[config.mk]
export PLATFORM = sky130hd
export DESIGN_NAME = regfile_bypass_sb_flat
export DESIGN_NICKNAME = d
export VERILOG_FILES = /design/src/rtl/regfile_bypass_sb_if.sv /design/src/rtl/regfile_bypass_sb.sv /design/src/flat_wrapper.sv
export SDC_FILE = /design/constraint.sdc
export NUM_CORES = 2
export LEC_CHECK = 0
export BUFFER_PORTS_ARGS = -buffer_cell sky130_fd_sc_hd__buf_4
export CAP_MARGIN = 20
export CORE_MARGIN = 2
export CORE_UTILIZATION = 55
export CTS_BUF_LIST = sky130_fd_sc_hd__clkbuf_2
export CTS_CLUSTER_DIAMETER = 50
export DETAILED_ROUTE_END_ITERATION = 10
export PLACE_DENSITY = 0.79
export SYNTH_ARGS = -nofsm -noshare
export SYNTH_HDL_FRONTEND = slang
export SYNTH_SLANG_ARGS = --single-unit
[constraint.sdc]
create_clock -name clk -period 3.5 [get_ports clk]
set_input_delay 0.875 -clock clk [delete_from_list [all_inputs] [get_ports clk]]
set_output_delay 0.875 -clock clk [all_outputs]
set_load 0.01 [all_outputs]
[src/rtl/regfile_bypass_sb_if.sv]
// Register file access bundle: read ports, write port, issue port
// and the hazard flags returned to decode.
interface regfile_bypass_sb_if #(
  parameter int DW = 32,
  parameter int AW = 5
);
  logic [AW-1:0] rs;
  logic [AW-1:0] rt;
  logic [AW-1:0] rd;
  logic [DW-1:0] writedata;
  logic          regwrite;
  logic          issue_vld;
  logic [AW-1:0] issue_rd;
  logic [DW-1:0] A;
  logic [DW-1:0] B;
  logic          hazard_a;
  logic          hazard_b;

  modport master (
    output rs, rt, rd, writedata, regwrite,
    output issue_vld, issue_rd,
    input  A, B, hazard_a, hazard_b
  );

  modport slave (
    input  rs, rt, rd, writedata, regwrite,
    input  issue_vld, issue_rd,
    output A, B, hazard_a, hazard_b
  );
endinterface

[src/rtl/regfile_bypass_sb.sv]
// Two-read/one-write register file with write-first bypass,
// optional registered reads and a pending-write scoreboard.
module regfile_bypass_sb #(
  parameter int DW       = 32,
  parameter int AW       = 5,
  parameter int ZERO_REG = 1,
  parameter int READ_REG = 0
) (
  input logic                clk,
  input logic                rst_n,
  regfile_bypass_sb_if.slave bus
);
  localparam int N = 1 << AW;

  logic [DW-1:0] mem [N];
  logic [N-1:0]  pend;
  logic          wr_ok;
  logic          iss_ok;
  logic          byp_a;
  logic          byp_b;
  logic [DW-1:0] val_a;
  logic [DW-1:0] val_b;

  assign wr_ok  = bus.regwrite &
                  ~((ZERO_REG != 0) && (bus.rd == '0));
  assign iss_ok = bus.issue_vld &
                  ~((ZERO_REG != 0) && (bus.issue_rd == '0));
  assign byp_a  = bus.regwrite && (bus.rd == bus.rs);
  assign byp_b  = bus.regwrite && (bus.rd == bus.rt);

  always_ff @(posedge clk or negedge rst_n) begin
    if (!rst_n) begin
      for (int i = 0; i < N; i++) begin
        mem[i] <= '0;
      end
    end else if (wr_ok) begin
      mem[bus.rd] <= bus.writedata;
    end
  end

  // Set after clear: a same-edge issue is the newer producer.
  always_ff @(posedge clk or negedge rst_n) begin
    if (!rst_n) begin
      pend <= '0;
    end else begin
      if (wr_ok) begin
        pend[bus.rd] <= 1'b0;
      end
      if (iss_ok) begin
        pend[bus.issue_rd] <= 1'b1;
      end
    end
  end

  always_comb begin
    val_a = mem[bus.rs];
    if ((ZERO_REG != 0) && (bus.rs == '0)) begin
      val_a = '0;
    end else if (byp_a) begin
      val_a = bus.writedata;
    end
  end

  always_comb begin
    val_b = mem[bus.rt];
    if ((ZERO_REG != 0) && (bus.rt == '0)) begin
      val_b = '0;
    end else if (byp_b) begin
      val_b = bus.writedata;
    end
  end

  assign bus.hazard_a = pend[bus.rs] & ~byp_a;
  assign bus.hazard_b = pend[bus.rt] & ~byp_b;

  generate
    if (READ_REG != 0) begin : g_rreg
      logic [DW-1:0] a_q;
      logic [DW-1:0] b_q;

      always_ff @(posedge clk or negedge rst_n) begin
        if (!rst_n) begin
          a_q <= '0;
          b_q <= '0;
        end else begin
          a_q <= val_a;
          b_q <= val_b;
        end
      end

      assign bus.A = a_q;
      assign bus.B = b_q;
    end else begin : g_rcomb
      assign bus.A = val_a;
      assign bus.B = val_b;
    end
  endgenerate
endmodule

[src/flat_wrapper.sv]
// flat-port wrapper written by rule: the top's interface ports become plain ports
module regfile_bypass_sb_flat 
#(
  parameter int DW       = 32,
  parameter int AW       = 5,
  parameter int ZERO_REG = 1,
  parameter int READ_REG = 0
)
  (clk, rst_n, bus_rs, bus_rt, bus_rd, bus_writedata, bus_regwrite, bus_issue_vld, bus_issue_rd, bus_A, bus_B, bus_hazard_a, bus_hazard_b);
  regfile_bypass_sb_if #(.DW(DW), .AW(AW)) bus_i ();
  input logic clk;
  input logic rst_n;
  input wire logic [$bits(bus_i.rs)-1:0] bus_rs;
  input wire logic [$bits(bus_i.rt)-1:0] bus_rt;
  input wire logic [$bits(bus_i.rd)-1:0] bus_rd;
  input wire logic [$bits(bus_i.writedata)-1:0] bus_writedata;
  input wire logic [$bits(bus_i.regwrite)-1:0] bus_regwrite;
  input wire logic [$bits(bus_i.issue_vld)-1:0] bus_issue_vld;
  input wire logic [$bits(bus_i.issue_rd)-1:0] bus_issue_rd;
  output wire logic [$bits(bus_i.A)-1:0] bus_A;
  output wire logic [$bits(bus_i.B)-1:0] bus_B;
  output wire logic [$bits(bus_i.hazard_a)-1:0] bus_hazard_a;
  output wire logic [$bits(bus_i.hazard_b)-1:0] bus_hazard_b;
  assign bus_i.rs = bus_rs;
  assign bus_i.rt = bus_rt;
  assign bus_i.rd = bus_rd;
  assign bus_i.writedata = bus_writedata;
  assign bus_i.regwrite = bus_regwrite;
  assign bus_i.issue_vld = bus_issue_vld;
  assign bus_i.issue_rd = bus_issue_rd;
  assign bus_A = bus_i.A;
  assign bus_B = bus_i.B;
  assign bus_hazard_a = bus_i.hazard_a;
  assign bus_hazard_b = bus_i.hazard_b;
  regfile_bypass_sb #(.DW(DW), .AW(AW), .ZERO_REG(ZERO_REG), .READ_REG(READ_REG)) u_core (.clk(clk), .rst_n(rst_n), .bus(bus_i));
endmodule
==> run_results.csv <==
group,metric,value,unit
status,outcome,"finished with violations",
status,violations,"negative setup slack",
min_path,hold_depth,4,
critical_path,crit_arrival,3.46,ns
critical_path,crit_family,"compound AO/OA/AOI/OAI gates",
yosys,synth_edf_count,0,
sta,finalSetupTns,-37.88,ns
critical_path,slowest_stage,"or4_4",
finish,regArea,26400,sq um
clocking,clock_sinks,1056,
die,core_area,102000,sq um
sta,slew_headroom,0.318,
die,io_pins,122,
die,start_util,0.556,
yosys,ys_top_cells_by_area,"dfrtp_1, mux2_2, mux4_2, mux2i_1, a22oi_1",
sta,min_period,4.33,ns
finish,drive_gt1_frac,0.605,
clocking,cts-root-buf,"clkbuf_2",
global_routing,antenna_found_initial,5,
finish,nets,4449,
clocking,cts_tree,"yes",
power_and_ir_drop,seqPwrFrac,0.488,
die,dieHeight,325,um
yosys,synth_seq_area_share,0.466,
power_and_ir_drop,p_sw_frac,0.317,
critical_path,critPathMaxFanout,2,
sta,hold_violations,0,
sta,finalMaxSlewViolations,0,
yosys,yosysMostFrequentCell,"dfrtp_1",
yosys,yosysTopAreaCellShare,0.466,
clocking,clk_pin_slew_worst_paths,0.11,ns
sta,tightest_slew,1.02,ns
power_and_ir_drop,combPwrFrac,0.256,
critical_path,rr_worst_depth,3,
global_routing,gr-total-overflow,0,
sta,timing.fmax,231,MHz
min_path,hold_path.class,"primary input to flip-flop",
global_routing,grt_pass1_vias,43700,
sta,rsz0062_at_grt,"true",
power_and_ir_drop,power.total,33.4,mW
route,routedWlPerCell,32.3,um
route,drt_iter0_drc,5290,
sta,layout_setup_ws,-0.831,ns
global_routing,grt_pass1_wl,282,mm
yosys,synth_top_area_cell,"dfrtp_1",
yosys,synthArstFlopShare,1.00,
yosys,ys_types,60,
route,drc,0,
job,drv_cap,0,
yosys,synth_seq_cells,1056,
power_and_ir_drop,power_density,502,nW/um^2
critical_path,worst_setup_path_start_kind,"flip-flop",
die,dieArea,106000,sq um
critical_path,worstSetupPathType,"flip-flop to primary output",
critical_path,crit_cells,6,
yosys,synthCells,3886,
power_and_ir_drop,p_leak,29.6,nW
route,first_pass_iters,7,
yosys,synthesis.nets,3942,
yosys,yosys-top-cells-count,"dfrtp_1, mux2_2, mux4_2",
yosys,yosys_most_used_dff,"dfrtp_1",
power_and_ir_drop,p_int,22.8,mW
place,gp_congestion,0.902,
clocking,worstSkewPairLatency,1.46,ns
power_and_ir_drop,pwr-share-clk,0.255,
critical_path,cp.required,2.62,ns
clocking,numCtsBuffers,291,
clocking,clk_path_buf_depth,4,
route,viasPerCell,7.07,
route,ant_nets,0,
critical_path,worstPathCellList,"mux2i_1, a221oi_2, o21ai_1, or4_4, o211ai_1, buf_4",
route,drt_wl_total,192,mm
die,die_w,325,um
sta,skew,0,ns
yosys,syn_avg_cell_area,14.6,sq um
clocking,cts_max_level,5,
finish,n_fill_cell,7066,
sta,post-route-period-util,1.24,
sta,setup_viol,66,
place,dp_slack,-0.373,ns
global_routing,grt.total_usage,0.362,
place,portBuffers,121,
place,dp_hpwl,119,mm
finish,area_growth,17.4,%
power_and_ir_drop,ir_drop,0.326,mV
critical_path,cp_slowest_stage_delay,0.49,ns
power_and_ir_drop,p_sw,10.6,mW
die,fp-row-count,117,
critical_path,cp.buffers_inverters,1,
global_routing,grt_max_degree,115,
finish,multi_input_area,29400,sq um
critical_path,worstSetupEndpointType,"primary output",
yosys,synth_area,56700,sq um
finish,utilization,0.653,
yosys,ys_warn_count,0,
route,vias,42000,
## kinds of logic (layout without fill, tap and decap cells)
group | after synthesis | count (layout) | share of synthesized area
mux | 1631 | 1631 | 0.410
flops | 1056 | 1056 | 0.466
other cells | 0 | 6 | 0
simple gates | 283 | 283 | 0.0260
xor+xnor | 10 | 10 | 0.00154
compound gates | 452 | 452 | 0.0568
buf+inv | 454 | 1134 | 0.0396
## power by group through the flow
| stage | clock network, mW | logic (mW) | registers, mW |
|---|---|---|---|
| after floorplan | 0 | 5.57 | 15.8 |
| after global placement | 0 | 7.51 | 16.2 |
| after detailed placement | 0 | 7.75 | 16.4 |
| after CTS | 8.59 | 8.27 | 16.2 |
| after global routing | 9.30 | 9.02 | 16.5 |
| final | 8.54 | 8.56 | 16.3 |
## worst paths after layout
check | endpoint | startpoint | slack, ns
max in group asynchronous | u_core.mem[969] | rst_n | 1.80
min in group asynchronous | u_core.mem[808] | rst_n | 0.61
worst max-delay path | bus_A[12] | u_core.mem[524] | -0.83
worst min register to register | u_core.mem[1021] | u_core.mem[1021] | 0.40
worst min-delay path | u_core.mem[416] | bus_regwrite | 0.15
worst max register to register | u_core.pend[28] | u_core.pend[28] | 2.28
## per-stage QoR
step,std cells,hold WS (ns),instance area (sq um)
6_report,5940,0.152,66600
5_1_grt,5935,0.110,66600
4_1_cts,5914,0.00297,66100
3_5_place_dp,5366,0.382,62100
3_3_place_gp,5366,0.378,62100
2_1_floorplan,3886,0.441,56700
## cells in the final DEF, fill, tap and decap left out, drive strengths merged, types with 59 or more instances in the layout
| cell type | count |
|---|---|
| mux2 | 1031 |
| mux2i | 147 |
| buf | 607 |
| clkinv | 59 |
| o22ai | 59 |
| nand2 | 64 |
| dfrtp | 1056 |
| clkbuf | 399 |
| a22oi | 116 |
| o21ai | 91 |
| nor2 | 71 |
| mux4 | 453 |
## layout make-up
class / instances / share of cell area
flip-flops and latches: 1056 / 0.397
well taps: 1368 / 0.0257
clock inverters: 68 / 0.00517
inverters: 10 / 0.000564
repair buffers: 658 / 0.101
diodes: 6 / 0.000225
clock buffers: 398 / 0.0299
multi-input cells: 2376 / 0.441
## routing by layer
layer | share of wire | wire (um) | global-route usage | vias to the layer above
met5 | 0.00017 | 32 | 0 | -
met4 | 0.075 | 14300 | 0.243 | 6
met3 | 0.13 | 24600 | 0.122 | 902
met2 | 0.45 | 85700 | 0.532 | 3180
met1 | 0.35 | 67100 | 0.455 | 21600
li1 | - | - | - | 16200
## registers in the layout, summed over array words and instances, names as in the netlist
register / flops
u_core.pend: 32
u_core.mem: 1024
## worst register-to-register path: stages (launching register included)
cell	delay, ns
dfrtp_1	0.41
nand2_1	0.06
o21ai_0	0.08
dlygate4sd3_1	0.56
## timing repair
item	4_1_cts	5_1_grt
gates cloned	0	0
resized for setup	197	78
endpoints found under the hold margin	1956	0
hold buffers	51	0
pin swaps	128	86
buffers inserted	43	21
setup endpoints to repair	66	66
Note: power is estimated with default switching activity, not from simulation.
